File: src/rtl/mips64_pkg.sv
// Shared definitions for the 64-bit datapath: narrowing mode encoding,
// skid-buffer occupancy states and saturation constant helpers.
package mips64_pkg;

  localparam int MAX_W = 64;

  typedef enum logic {
    NARROW_TRUNC = 1'b0,
    NARROW_SAT   = 1'b1
  } narrow_mode_e;

  typedef enum logic [1:0] {
    SKID_EMPTY = 2'd0,
    SKID_ONE   = 2'd1,
    SKID_FULL  = 2'd2
  } skid_state_e;

  // Most positive signed value of width w, zero-extended to MAX_W bits.
  function automatic logic [MAX_W-1:0] SAT_MAX(input int w);
    logic [MAX_W-1:0] r;
    r = '0;
    for (int i = 0; i < MAX_W; i++) begin
      if (i < w - 1) r[i] = 1'b1;
    end
    return r;
  endfunction

  // Most negative signed value of width w, zero-extended to MAX_W bits.
  function automatic logic [MAX_W-1:0] SAT_MIN(input int w);
    logic [MAX_W-1:0] r;
    r = '0;
    for (int i = 0; i < MAX_W; i++) begin
      if (i == w - 1) r[i] = 1'b1;
    end
    return r;
  endfunction

endpackage

File: src/rtl/sign_narrow_if.sv
// Valid/ready bundle for the narrowing stage, plus the overflow counter
// status and clear. The slave modport is the stage, master is its user.
interface sign_narrow_if #(
  parameter int SIZE_IN  = 64,
  parameter int SIZE_OUT = 32,
  parameter int CNT_W    = 16
);
  logic                in_valid;
  logic                in_ready;
  logic [SIZE_IN-1:0]  in_data;
  logic                in_sat;
  logic                out_valid;
  logic                out_ready;
  logic [SIZE_OUT-1:0] out_data;
  logic                out_ovf;
  logic [CNT_W-1:0]    ovf_count;
  logic                cnt_clr;

  modport master (
    output in_valid, in_data, in_sat, out_ready, cnt_clr,
    input  in_ready, out_valid, out_data, out_ovf, ovf_count
  );

  modport slave (
    input  in_valid, in_data, in_sat, out_ready, cnt_clr,
    output in_ready, out_valid, out_data, out_ovf, ovf_count
  );
endinterface

File: src/rtl/skid_buffer.sv
// Generic 2-entry valid/ready register slice. The main entry drives the
// output; the skid entry catches a word arriving while the output stalls.
// in_ready is a flop so upstream never sees a path from out_ready.
module skid_buffer
  import mips64_pkg::*;
#(
  parameter int W = 33
) (
  input  logic         clk,
  input  logic         rst_n,
  input  logic         in_valid,
  output logic         in_ready,
  input  logic [W-1:0] in_data,
  output logic         out_valid,
  input  logic         out_ready,
  output logic [W-1:0] out_data
);

  skid_state_e  state, state_next;
  logic [W-1:0] main_q, skid_q;
  logic         push, pop;
  logic         load_main_in, load_main_skid, load_skid;

  assign out_valid = (state != SKID_EMPTY);
  assign out_data  = main_q;
  assign push      = in_valid & in_ready;
  assign pop       = out_valid & out_ready;

  // Occupancy transitions; a push never meets a full buffer because
  // in_ready is low whenever the skid entry is occupied.
  always_comb begin
    state_next     = state;
    load_main_in   = 1'b0;
    load_main_skid = 1'b0;
    load_skid      = 1'b0;
    case (state)
      SKID_EMPTY: begin
        if (push) begin
          state_next   = SKID_ONE;
          load_main_in = 1'b1;
        end
      end
      SKID_ONE: begin
        if (push && pop) begin
          load_main_in = 1'b1;
        end else if (push) begin
          state_next = SKID_FULL;
          load_skid  = 1'b1;
        end else if (pop) begin
          state_next = SKID_EMPTY;
        end
      end
      SKID_FULL: begin
        if (pop) begin
          state_next     = SKID_ONE;
          load_main_skid = 1'b1;
        end
      end
      default: state_next = SKID_EMPTY;
    endcase
  end

  // Occupancy register and the registered ready derived from next occupancy.
  always_ff @(posedge clk or negedge rst_n) begin
    if (!rst_n) begin
      state    <= SKID_EMPTY;
      in_ready <= 1'b1;
    end else begin
      state    <= state_next;
      in_ready <= (state_next != SKID_FULL);
    end
  end

  // Entry storage; the skid word moves forward when the main word leaves.
  always_ff @(posedge clk or negedge rst_n) begin
    if (!rst_n) begin
      main_q <= '0;
      skid_q <= '0;
    end else begin
      if (load_main_in)        main_q <= in_data;
      else if (load_main_skid) main_q <= skid_q;
      if (load_skid)           skid_q <= in_data;
    end
  end

endmodule

File: src/rtl/sign_narrow.sv
// Narrows a signed SIZE_IN-bit value to SIZE_OUT bits, flags signed
// overflow, optionally saturates, and counts overflows (sticky at max).
// Result is registered through a 2-entry skid buffer.
module sign_narrow
  import mips64_pkg::*;
#(
  parameter int SIZE_IN  = 64,
  parameter int SIZE_OUT = 32,
  parameter int CNT_W    = 16
) (
  input  logic clk,
  input  logic rst_n,
  sign_narrow_if.slave bus
);

  if (SIZE_OUT >= SIZE_IN || SIZE_OUT > MAX_W) begin : g_bad_width
    $error("sign_narrow: SIZE_OUT must be smaller than SIZE_IN and at most MAX_W");
  end

  localparam logic [MAX_W-1:0] MIN_FULL = SAT_MIN(SIZE_OUT);
  localparam logic [MAX_W-1:0] MAX_FULL = SAT_MAX(SIZE_OUT);

  logic [SIZE_IN-SIZE_OUT:0] upper;
  logic                      ovf;
  logic                      accept;
  logic [SIZE_OUT-1:0]       narrowed;
  logic [SIZE_OUT:0]         entry_out;

  // The value fits when every bit from the output sign bit upward agrees.
  assign upper  = bus.in_data[SIZE_IN-1:SIZE_OUT-1];
  assign ovf    = !((&upper) || (~|upper));
  assign accept = bus.in_valid & bus.in_ready;

  // Pick the wrapped low bits or the saturation limit matching the input sign.
  always_comb begin
    narrowed = bus.in_data[SIZE_OUT-1:0];
    if (ovf && (bus.in_sat == NARROW_SAT)) begin
      narrowed = bus.in_data[SIZE_IN-1] ? MIN_FULL[SIZE_OUT-1:0] : MAX_FULL[SIZE_OUT-1:0];
    end
  end

  skid_buffer #(.W(SIZE_OUT + 1)) u_skid (
    .clk       (clk),
    .rst_n     (rst_n),
    .in_valid  (bus.in_valid),
    .in_ready  (bus.in_ready),
    .in_data   ({narrowed, ovf}),
    .out_valid (bus.out_valid),
    .out_ready (bus.out_ready),
    .out_data  (entry_out)
  );

  assign bus.out_data = entry_out[SIZE_OUT:1];
  assign bus.out_ovf  = entry_out[0];

  // Sticky overflow counter; clear wins over a simultaneous overflow.
  always_ff @(posedge clk or negedge rst_n) begin
    if (!rst_n) begin
      bus.ovf_count <= '0;
    end else if (bus.cnt_clr) begin
      bus.ovf_count <= '0;
    end else if (accept && ovf && (bus.ovf_count != '1)) begin
      bus.ovf_count <= bus.ovf_count + CNT_W'(1);
    end
  end

endmodule

File: src/flat_wrapper.sv
// flat-port wrapper written by rule: the top's interface ports become plain ports
module sign_narrow_flat import mips64_pkg::*;
#(
  parameter int SIZE_IN  = 64,
  parameter int SIZE_OUT = 32,
  parameter int CNT_W    = 16
)
  (clk, rst_n, bus_in_valid, bus_in_data, bus_in_sat, bus_out_ready, bus_cnt_clr, bus_in_ready, bus_out_valid, bus_out_data, bus_out_ovf, bus_ovf_count);
  sign_narrow_if #(.SIZE_IN(SIZE_IN), .SIZE_OUT(SIZE_OUT), .CNT_W(CNT_W)) bus_i ();
  input  logic clk;
  input  logic rst_n;
  input wire logic [$bits(bus_i.in_valid)-1:0] bus_in_valid;
  input wire logic [$bits(bus_i.in_data)-1:0] bus_in_data;
  input wire logic [$bits(bus_i.in_sat)-1:0] bus_in_sat;
  input wire logic [$bits(bus_i.out_ready)-1:0] bus_out_ready;
  input wire logic [$bits(bus_i.cnt_clr)-1:0] bus_cnt_clr;
  output wire logic [$bits(bus_i.in_ready)-1:0] bus_in_ready;
  output wire logic [$bits(bus_i.out_valid)-1:0] bus_out_valid;
  output wire logic [$bits(bus_i.out_data)-1:0] bus_out_data;
  output wire logic [$bits(bus_i.out_ovf)-1:0] bus_out_ovf;
  output wire logic [$bits(bus_i.ovf_count)-1:0] bus_ovf_count;
  assign bus_i.in_valid = bus_in_valid;
  assign bus_i.in_data = bus_in_data;
  assign bus_i.in_sat = bus_in_sat;
  assign bus_i.out_ready = bus_out_ready;
  assign bus_i.cnt_clr = bus_cnt_clr;
  assign bus_in_ready = bus_i.in_ready;
  assign bus_out_valid = bus_i.out_valid;
  assign bus_out_data = bus_i.out_data;
  assign bus_out_ovf = bus_i.out_ovf;
  assign bus_ovf_count = bus_i.ovf_count;
  sign_narrow #(.SIZE_IN(SIZE_IN), .SIZE_OUT(SIZE_OUT), .CNT_W(CNT_W)) u_core (.clk(clk), .rst_n(rst_n), .bus(bus_i));
endmodule
File: config.mk
export PLATFORM = sky130hd
export DESIGN_NAME = sign_narrow_flat
export DESIGN_NICKNAME = d
export VERILOG_FILES = /design/src/rtl/mips64_pkg.sv /design/src/rtl/sign_narrow_if.sv /design/src/rtl/skid_buffer.sv /design/src/rtl/sign_narrow.sv /design/src/flat_wrapper.sv
export SDC_FILE = /design/constraint.sdc
export NUM_CORES = 1
export LEC_CHECK = 0
export CORE_UTILIZATION = 40
export DETAILED_ROUTE_END_ITERATION = 10
export PLACE_DENSITY = 0.74
export SYNTH_ARGS = -nofsm -noshare
export SYNTH_HDL_FRONTEND = slang
export SYNTH_SLANG_ARGS = --single-unit
File: constraint.sdc
create_clock -name clk -period 2.4 [get_ports clk]
set_input_delay 0.36 -clock clk [delete_from_list [all_inputs] [get_ports clk]]
set_output_delay 0.36 -clock clk [all_outputs]
set_load 0.01 [all_outputs]
[Word level (Yosys, flattened, before mapping)]
Index checks and enable logic that the tools add are counted.
Cells by class
  add/sub/neg operators: 1
  multipliers: 0
  divide/modulo/power cells: 0
  order comparisons: 0
  equal/unequal tests: 4
  shift-type cells: 0
  muxes and demuxes: 19
  bitwise logic cells: 2
  reduce and logical (&&, ||, !) cells: 13
Operators by type and width (count)
  2-to-1 mux 33 bit: 2
  2-to-1 mux 32 bit: 2
  AND reduction 33 bit: 1
  OR reduction 33 bit: 1
  2-to-1 mux 16 bit: 2
  adder 16 x 1 -> 16 bit, second input constant: 1
  != test 16 bit, second input constant: 1
  2-to-1 mux 2 bit: 5
  2-to-1 mux 1 bit: 6
  one-hot mux 2 bit (3 select lines): 1
  nonzero test 2 bit: 3
  logical AND 1 bit: 4
  AND 1 bit: 2
  == test 2 x 1 -> 1 bit, second input constant: 1
  == test 2 bit, second input constant: 1
  logical NOT 1 bit: 2
  logical NOT 2 bit: 1
  != test 2 bit, second input constant: 1
  one-hot mux 1 bit (2 select lines): 1
  logical OR 1 bit: 1
Word-level totals
  register bits after elaboration: 85
  latch bits: 0
  memory bits (writable): 0
  bits in read-only memories: 0
  bits of input ports: 70
  output and inout bits: 51
  memories kept: 0

[Longest topological paths before layout]
  word-level depth: 8
  mapped depth: 8
  depth with buffers taken out: 7

[Modules after synthesis]
A second synthesis with hierarchy kept.
Unflattened totals
  cell total of the unflattened synthesis: 359
  area total of the unflattened synthesis: 4239.1 um^2
Modules (own cells, without submodules)
  skid_buffer: times used 1, cells an instance 201, area an instance 2919.0 um^2, sequential area each 1727.9 um^2
  sign_narrow: times used 1, cells an instance 158, area an instance 1320.0 um^2, sequential area each 400.4 um^2

[Worst setup path after synthesis]
Ideal clock, no wire load.
  path kind: reg2reg
  from: register u_core.bus.ovf_count[0]
  to: register u_core.bus.ovf_count[1]
  arrival: 1901 ps
  required time: 2322 ps
  setup slack: 421 ps
  stages on the path, launching flop included: 8
  path buffers: 1
  period minus slack after synthesis: 1979 ps
  cell sequence: dfrtp_1 > ha_1 > nand3_1 > nor2_1 > and4_1 > clkbuf_1 > or4b_2 > a21oi_1
On the way
  longest elaborated chain between the ends: 3
  elaborated cells on any way between the ends: 6
  classes of those cells: add/sub: 1; eq/ne: 1; mux: 2; reduce/logical: 2
RTL lines
  start, declared: RTL line sign_narrow_if.sv:26  | output in_ready, out_valid, out_data, out_ovf, ovf_count
  start signal, assigned: RTL line sign_narrow.sv:63  | bus.ovf_count <= bus.ovf_count + CNT_W'(1);
  adder 16 x 1 -> 16 bit / != test 16 bit (equally long branches): RTL line sign_narrow.sv:63, sign_narrow.sv:62
  2-to-1 mux 16 bit / logical AND 1 bit (equally long branches): RTL line sign_narrow.sv:62  | end else if (accept && ovf && (bus.ovf_count != '1)) begin
  2-to-1 mux 16 bit / nonzero test 2 bit (equally long branches)
Parallel ways exist; a longest one is shown, timed or not. The select of a mux whose other input is x is not followed.
A chain may end at the register's enable or synchronous reset.

[Worst setup path after layout]
  from: input port bus_in_data[34]
  to: register u_core.u_skid.skid_q[5]
On the way
  longest elaborated chain between the ends: 6
  elaborated cells on any way between the ends: 7
  classes of those cells: mux: 1; reduce/logical: 6
RTL lines
  start, declared: RTL line flat_wrapper.sv:13  | input wire logic [$bits(bus_i.in_data)-1:0] bus_in_data;
  OR reduction 33 bit: RTL line sign_narrow.sv:31  | assign ovf = !((&upper) || (~|upper));
  logical NOT 1 bit: RTL line sign_narrow.sv:31
  logical OR 1 bit *: RTL line sign_narrow.sv:31
  logical NOT 1 bit *: RTL line sign_narrow.sv:31
  logical AND 1 bit *: RTL line sign_narrow.sv:37  | if (ovf && (bus.in_sat == NARROW_SAT)) begin
  2-to-1 mux 32 bit *: RTL line sign_narrow.sv:37
  end signal, assigned: RTL line skid_buffer.sv:82  | if (load_skid) skid_q <= in_data;
  end, declared: RTL line skid_buffer.sv:20  | logic [W-1:0] main_q, skid_q;
Every way passes the cells marked *; elsewhere a longest branch is shown, timed or not.

==> reports/results.txt <==
Sequential cells account for 40.9% of the total power. The area share of fa/ha/maj cells after synthesis is 0.2998%. The type of the worst setup path was in -> reg. After clock tree synthesis, the repair step resized 0 gates.

Across all register-to-register paths, the minimum setup slack is 0.22 ns. The H-tree depth reported by CTS came out at 3. The sink count of the clock tree was 85. The post-route netlist has 10.31% of its cells at a drive strength greater than 1.

The root buffer cell chosen for the clock tree is sky130_fd_sc_hd__clkbuf_8. The count of hold buffers inserted by post-cts repair came out at 0. Yosys printed 0 warnings.

The reported leakage power came out at 2.453 nW. Startpoint kind of the worst setup timing path: an input port. For this run, the register share of the synthesized area comes to 50.99%. The average via count per standard cell was 5.483; the total track usage was 22.04%. The most used flip-flop cell after synthesis is sky130_fd_sc_hd__dfrtp_1. The detailed router finished its first iteration with 180 violations.

The tools report the worst clock skew as 0.007661 ns. The logs give 11.26 mm for the routed wire length and 2.63 ns for the worst endpoint required time. The worst hold path belongs to the class in -> async.

Row generation in the floorplan step produced 36 rows. For this configuration, the core starts out at a cell density of 41.93%. Dividing total power by cell area gives a power density of 974.7 nW/um^2.

The number of nets in the final layout was 648. The clock network burns 19.6% of the power. The clock transition at the registers of the reported paths was 0.08 ns. The synthesized design contains 85 register bits. The die covers 10850 sq um. TritonCTS built the clock tree. The analysis attributes to net switching a power of 0.001876 W. The synthesized-area fraction occupied by and/or/nand/nor cells works out to 20.92%.

After Yosys synthesis, XOR and XNOR cells account for 0% of the synthesized area. The repair_antennas step left the layout with diodes totalling 0. The ratio of final minimum period to clock period is 91.47%.

Buffers added to address setup during post-CTS repair amount to 0. Of all flip-flops after synthesis, the portion carrying an async set or reset was 100.0%. Measured along the x axis, the die boundary spans 104.2 um. Hold violation count in the final report: 0. For the pin with the worst max-slew slack, the measured transition is 0.5732 ns.

The worst setup path is captured at a flip-flop. The synthesized netlist contains 43 unique library cells. The run gives 0.0009353 ns as the worst hold margin.

The run gives 61.79% as the worst-case headroom to the max-slew limit. In this run the deepest clock path goes through 2 buffers. The tools report the synthesized netlist net count as 519. In this run, CTS created clock tree buffers numbering 9.

121 I/O pins were placed. After detailed routing, the number of remaining DRC violations is 0. The logs give 448 for the instance count of the mapped netlist and 0.5273 mV for the worst IR drop on VDD.

For the pin count of the biggest net entering global routing, the log shows 45. After synthesis, the largest family of logic cells by area is simple AND/OR/NAND/NOR gates. The fraction of power spent switching nets is 32.66%. Clock latency on the worst-skew pair, taken at its later pin, is 0.34 ns.

Setup repair after global routing left no endpoint under its margin. For the overall power, the log shows 0.005744 W. The flow ran to the end, and the final reports show no timing, DRC or antenna violations. The synthesized-area fraction occupied by ao, oa, aoi and oai cells is 19.27%, and the number of antenna violations at the first check in global routing is 0. Of the post-synthesis cell area, the part taken by muxes is 1.829%. The run gives 0 as the total grt overflow. The die is 104.2 um tall.

The final antenna-violating net count is 0. A synthesized cell averages 9.317 sq um. After detailed routing, the average wire length per cell comes to 15.74 um.

The tools report the maximum operating frequency as 455.5 MHz. The clock period minus final worst setup slack is 2.195 ns, and the number of maximum-capacitance constraint violations is 0. The HPWL after detailed placement is 8.200 mm. The internal portion of the total power is 0.003868 W.

The total count of max-transition violations in the final report came out at 0. For the worst flop-to-flop path, the logic depth is 7. The maximum fanout along the worst path came out at 13. The synthesized netlist occupies a cell area of 4174 sq um.

For the worst setup path, the data arrival time is 2.43 ns. The final count of negative-setup-slack endpoints was 0. The first global-routing pass estimated 19.43 mm of wire. The logs give 39.5% for the combinational group share of total power and 3920 for the overall via count from detail_route.

The number of global-route vias before repair was 4145; the number of buffer cells added on primary ports was 120. The synthesized design contains 0 enable-type register cells. At the end of routability-driven placement, the weighted congestion stood at 0.8407. The pre-antenna-repair detailed-routing pass consisted of 5 iterations. Compared with the post-synthesis result, the final layout area differs by 41.19%.

The core region is 9955 sq um.
## cell families (layout without fill, tap and decap cells)
| logic type | after synthesis | in the layout |
|---|---|---|
| adder cells (fa/ha/maj) | 1 | 1 |
| AO/OA/AOI/OAI | 127 | 127 |
| AND/OR/NAND/NOR | 170 | 170 |
| multiplexers | 7 | 7 |
| flip-flops | 85 | 85 |
| buffers and inverters | 58 | 192 |
## final cells by class
cell class | count | area (sq um)
fillers | 861 | 4061
inverters | 29 | 108.9
repair buffers | 147 | 1489
well taps | 133 | 166.4
multi-input cells | 305 | 1775
flip-flops and latches | 85 | 2128
clock buffers | 12 | 155.1
clock inverters | 4 | 70.07
## layer usage
layer  GRT usage, %  routed length (um)  vias to the layer above  share of wire [%]
met3          3.822                 606                       21                5.4
met4          8.163                 218                        0                1.9
met2          37.76                5518                      123                 49
met5              0                   0                        -                  0
met1          27.85                4912                     1884                 44
li1               -                   -                     1892                  -
## sequential cells by signal (all words and copies together) (netlist names)
name                    flops
u_core.u_skid.skid_q       33
u_core.u_skid.out_data     33
u_core.u_skid.in_ready      1
u_core.u_skid.state         2
u_core.bus.ovf_count       16
## critical path, stage by stage
cell	delay, ns
sky130_fd_sc_hd__clkdlybuf4s50_1	0.42
sky130_fd_sc_hd__nor4_1	0.32
sky130_fd_sc_hd__nand4_1	0.14
sky130_fd_sc_hd__or3_4	0.42
sky130_fd_sc_hd__a31o_1	0.33
sky130_fd_sc_hd__buf_4	0.22
sky130_fd_sc_hd__o22ai_1	0.16
sky130_fd_sc_hd__nor2_1	0.06
## cells in the final DEF, fill, tap and decap left out, types with 2 or more instances in the layout
cell | synthesis | layout
sky130_fd_sc_hd__mux2_2 | 5 | 5
sky130_fd_sc_hd__clkdlybuf4s50_1 | 0 | 119
sky130_fd_sc_hd__a21oi_1 | 45 | 45
sky130_fd_sc_hd__o221ai_1 | 24 | 24
sky130_fd_sc_hd__and3_1 | 4 | 4
sky130_fd_sc_hd__and4_1 | 2 | 2
sky130_fd_sc_hd__nor4_1 | 10 | 10
sky130_fd_sc_hd__nand2_1 | 30 | 30
sky130_fd_sc_hd__buf_4 | 4 | 21
sky130_fd_sc_hd__bufinv_16 | 0 | 2
sky130_fd_sc_hd__nor2_1 | 62 | 62
sky130_fd_sc_hd__or3_1 | 13 | 13
sky130_fd_sc_hd__o211ai_1 | 7 | 7
sky130_fd_sc_hd__nor2b_1 | 4 | 4
sky130_fd_sc_hd__nor3_1 | 5 | 4
sky130_fd_sc_hd__o22ai_1 | 25 | 25
sky130_fd_sc_hd__nand4_1 | 15 | 15
sky130_fd_sc_hd__buf_12 | 0 | 7
sky130_fd_sc_hd__inv_1 | 29 | 29
sky130_fd_sc_hd__mux2i_1 | 2 | 2
sky130_fd_sc_hd__clkbuf_8 | 0 | 11
sky130_fd_sc_hd__o31ai_1 | 4 | 4
sky130_fd_sc_hd__nand3_1 | 8 | 8
sky130_fd_sc_hd__clkinv_2 | 0 | 2
sky130_fd_sc_hd__or4_1 | 5 | 5
sky130_fd_sc_hd__dfrtp_1 | 84 | 84
sky130_fd_sc_hd__o21ai_0 | 17 | 17
sky130_fd_sc_hd__or2_2 | 2 | 2
## synthesized netlist by cell type (2+ instances only)
master / number / area share (%)
sky130_fd_sc_hd__nand2_1: 30 / 2.7
sky130_fd_sc_hd__a21oi_1: 45 / 5.4
sky130_fd_sc_hd__o211ai_1: 7 / 1.3
sky130_fd_sc_hd__o21ai_0: 17 / 2.0
sky130_fd_sc_hd__nor3_1: 5 / 0.60
sky130_fd_sc_hd__nand4_1: 15 / 2.2
sky130_fd_sc_hd__inv_1: 29 / 2.6
sky130_fd_sc_hd__mux2_2: 5 / 1.3
sky130_fd_sc_hd__o221ai_1: 24 / 5.0
sky130_fd_sc_hd__o22ai_1: 25 / 3.7
sky130_fd_sc_hd__buf_6: 5 / 1.3
sky130_fd_sc_hd__buf_2: 7 / 0.84
sky130_fd_sc_hd__dfrtp_1: 84 / 50
sky130_fd_sc_hd__buf_4: 4 / 0.72
sky130_fd_sc_hd__and4_1: 2 / 0.42
sky130_fd_sc_hd__and3_1: 4 / 0.60
sky130_fd_sc_hd__mux2i_1: 2 / 0.48
sky130_fd_sc_hd__nor2b_1: 4 / 0.60
sky130_fd_sc_hd__nor2_1: 62 / 5.6
sky130_fd_sc_hd__nor4_1: 10 / 1.5
sky130_fd_sc_hd__o31ai_1: 4 / 0.72
sky130_fd_sc_hd__or4_1: 5 / 0.90
sky130_fd_sc_hd__clkbuf_1: 13 / 1.2
sky130_fd_sc_hd__or3_1: 13 / 1.9
sky130_fd_sc_hd__or2_2: 2 / 0.30
sky130_fd_sc_hd__nand3_1: 8 / 0.96
## power groups by stage
| stage | combinational, W | clock (W) | sequential [W] |
|---|---|---|---|
| floorplan | 0.00106 | 0 | 0.00243 |
| global placement | 0.00220 | 0 | 0.00235 |
| detailed placement | 0.00228 | 0 | 0.00237 |
| CTS | 0.00229 | 0.00116 | 0.00234 |
| global route | 0.00251 | 0.00121 | 0.00243 |
| finish | 0.00227 | 0.00113 | 0.00235 |
## final timing paths
check / start / end
worst max register to register: u_core.bus.ovf_count[0]$_DFFE_PN0P_ / u_core.bus.ovf_count[0]$_DFFE_PN0P_
worst min register to register: u_core.u_skid.skid_q[0]$_DFFE_PN0P_ / u_core.u_skid.skid_q[0]$_DFFE_PN0P_
max in group asynchronous: rst_n / u_core.u_skid.skid_q[3]$_DFFE_PN0P_
worst min-delay path: rst_n / u_core.bus.ovf_count[15]$_DFFE_PN0P_
worst max-delay path: bus_in_data[34] / u_core.u_skid.skid_q[5]$_DFFE_PN0P_
min in group clk: u_core.u_skid.skid_q[0]$_DFFE_PN0P_ / u_core.u_skid.skid_q[0]$_DFFE_PN0P_
## through the flow
stage	TNS, ns	cell area [sq um]	setup WS (ns)	std cells	utilization, %
after CTS	0	5893	0.2148	715	59.20
after floorplan	0	4174	0.4209	448	-
after detailed placement	-4.579	5668	-0.1620	699	56.94
final	0	5893	0.2047	715	59.20
after global routing	0	5893	0.06109	715	59.20
after global placement	-1.358	5668	-0.06157	699	56.94
Power figures use the tool's default switching activity.
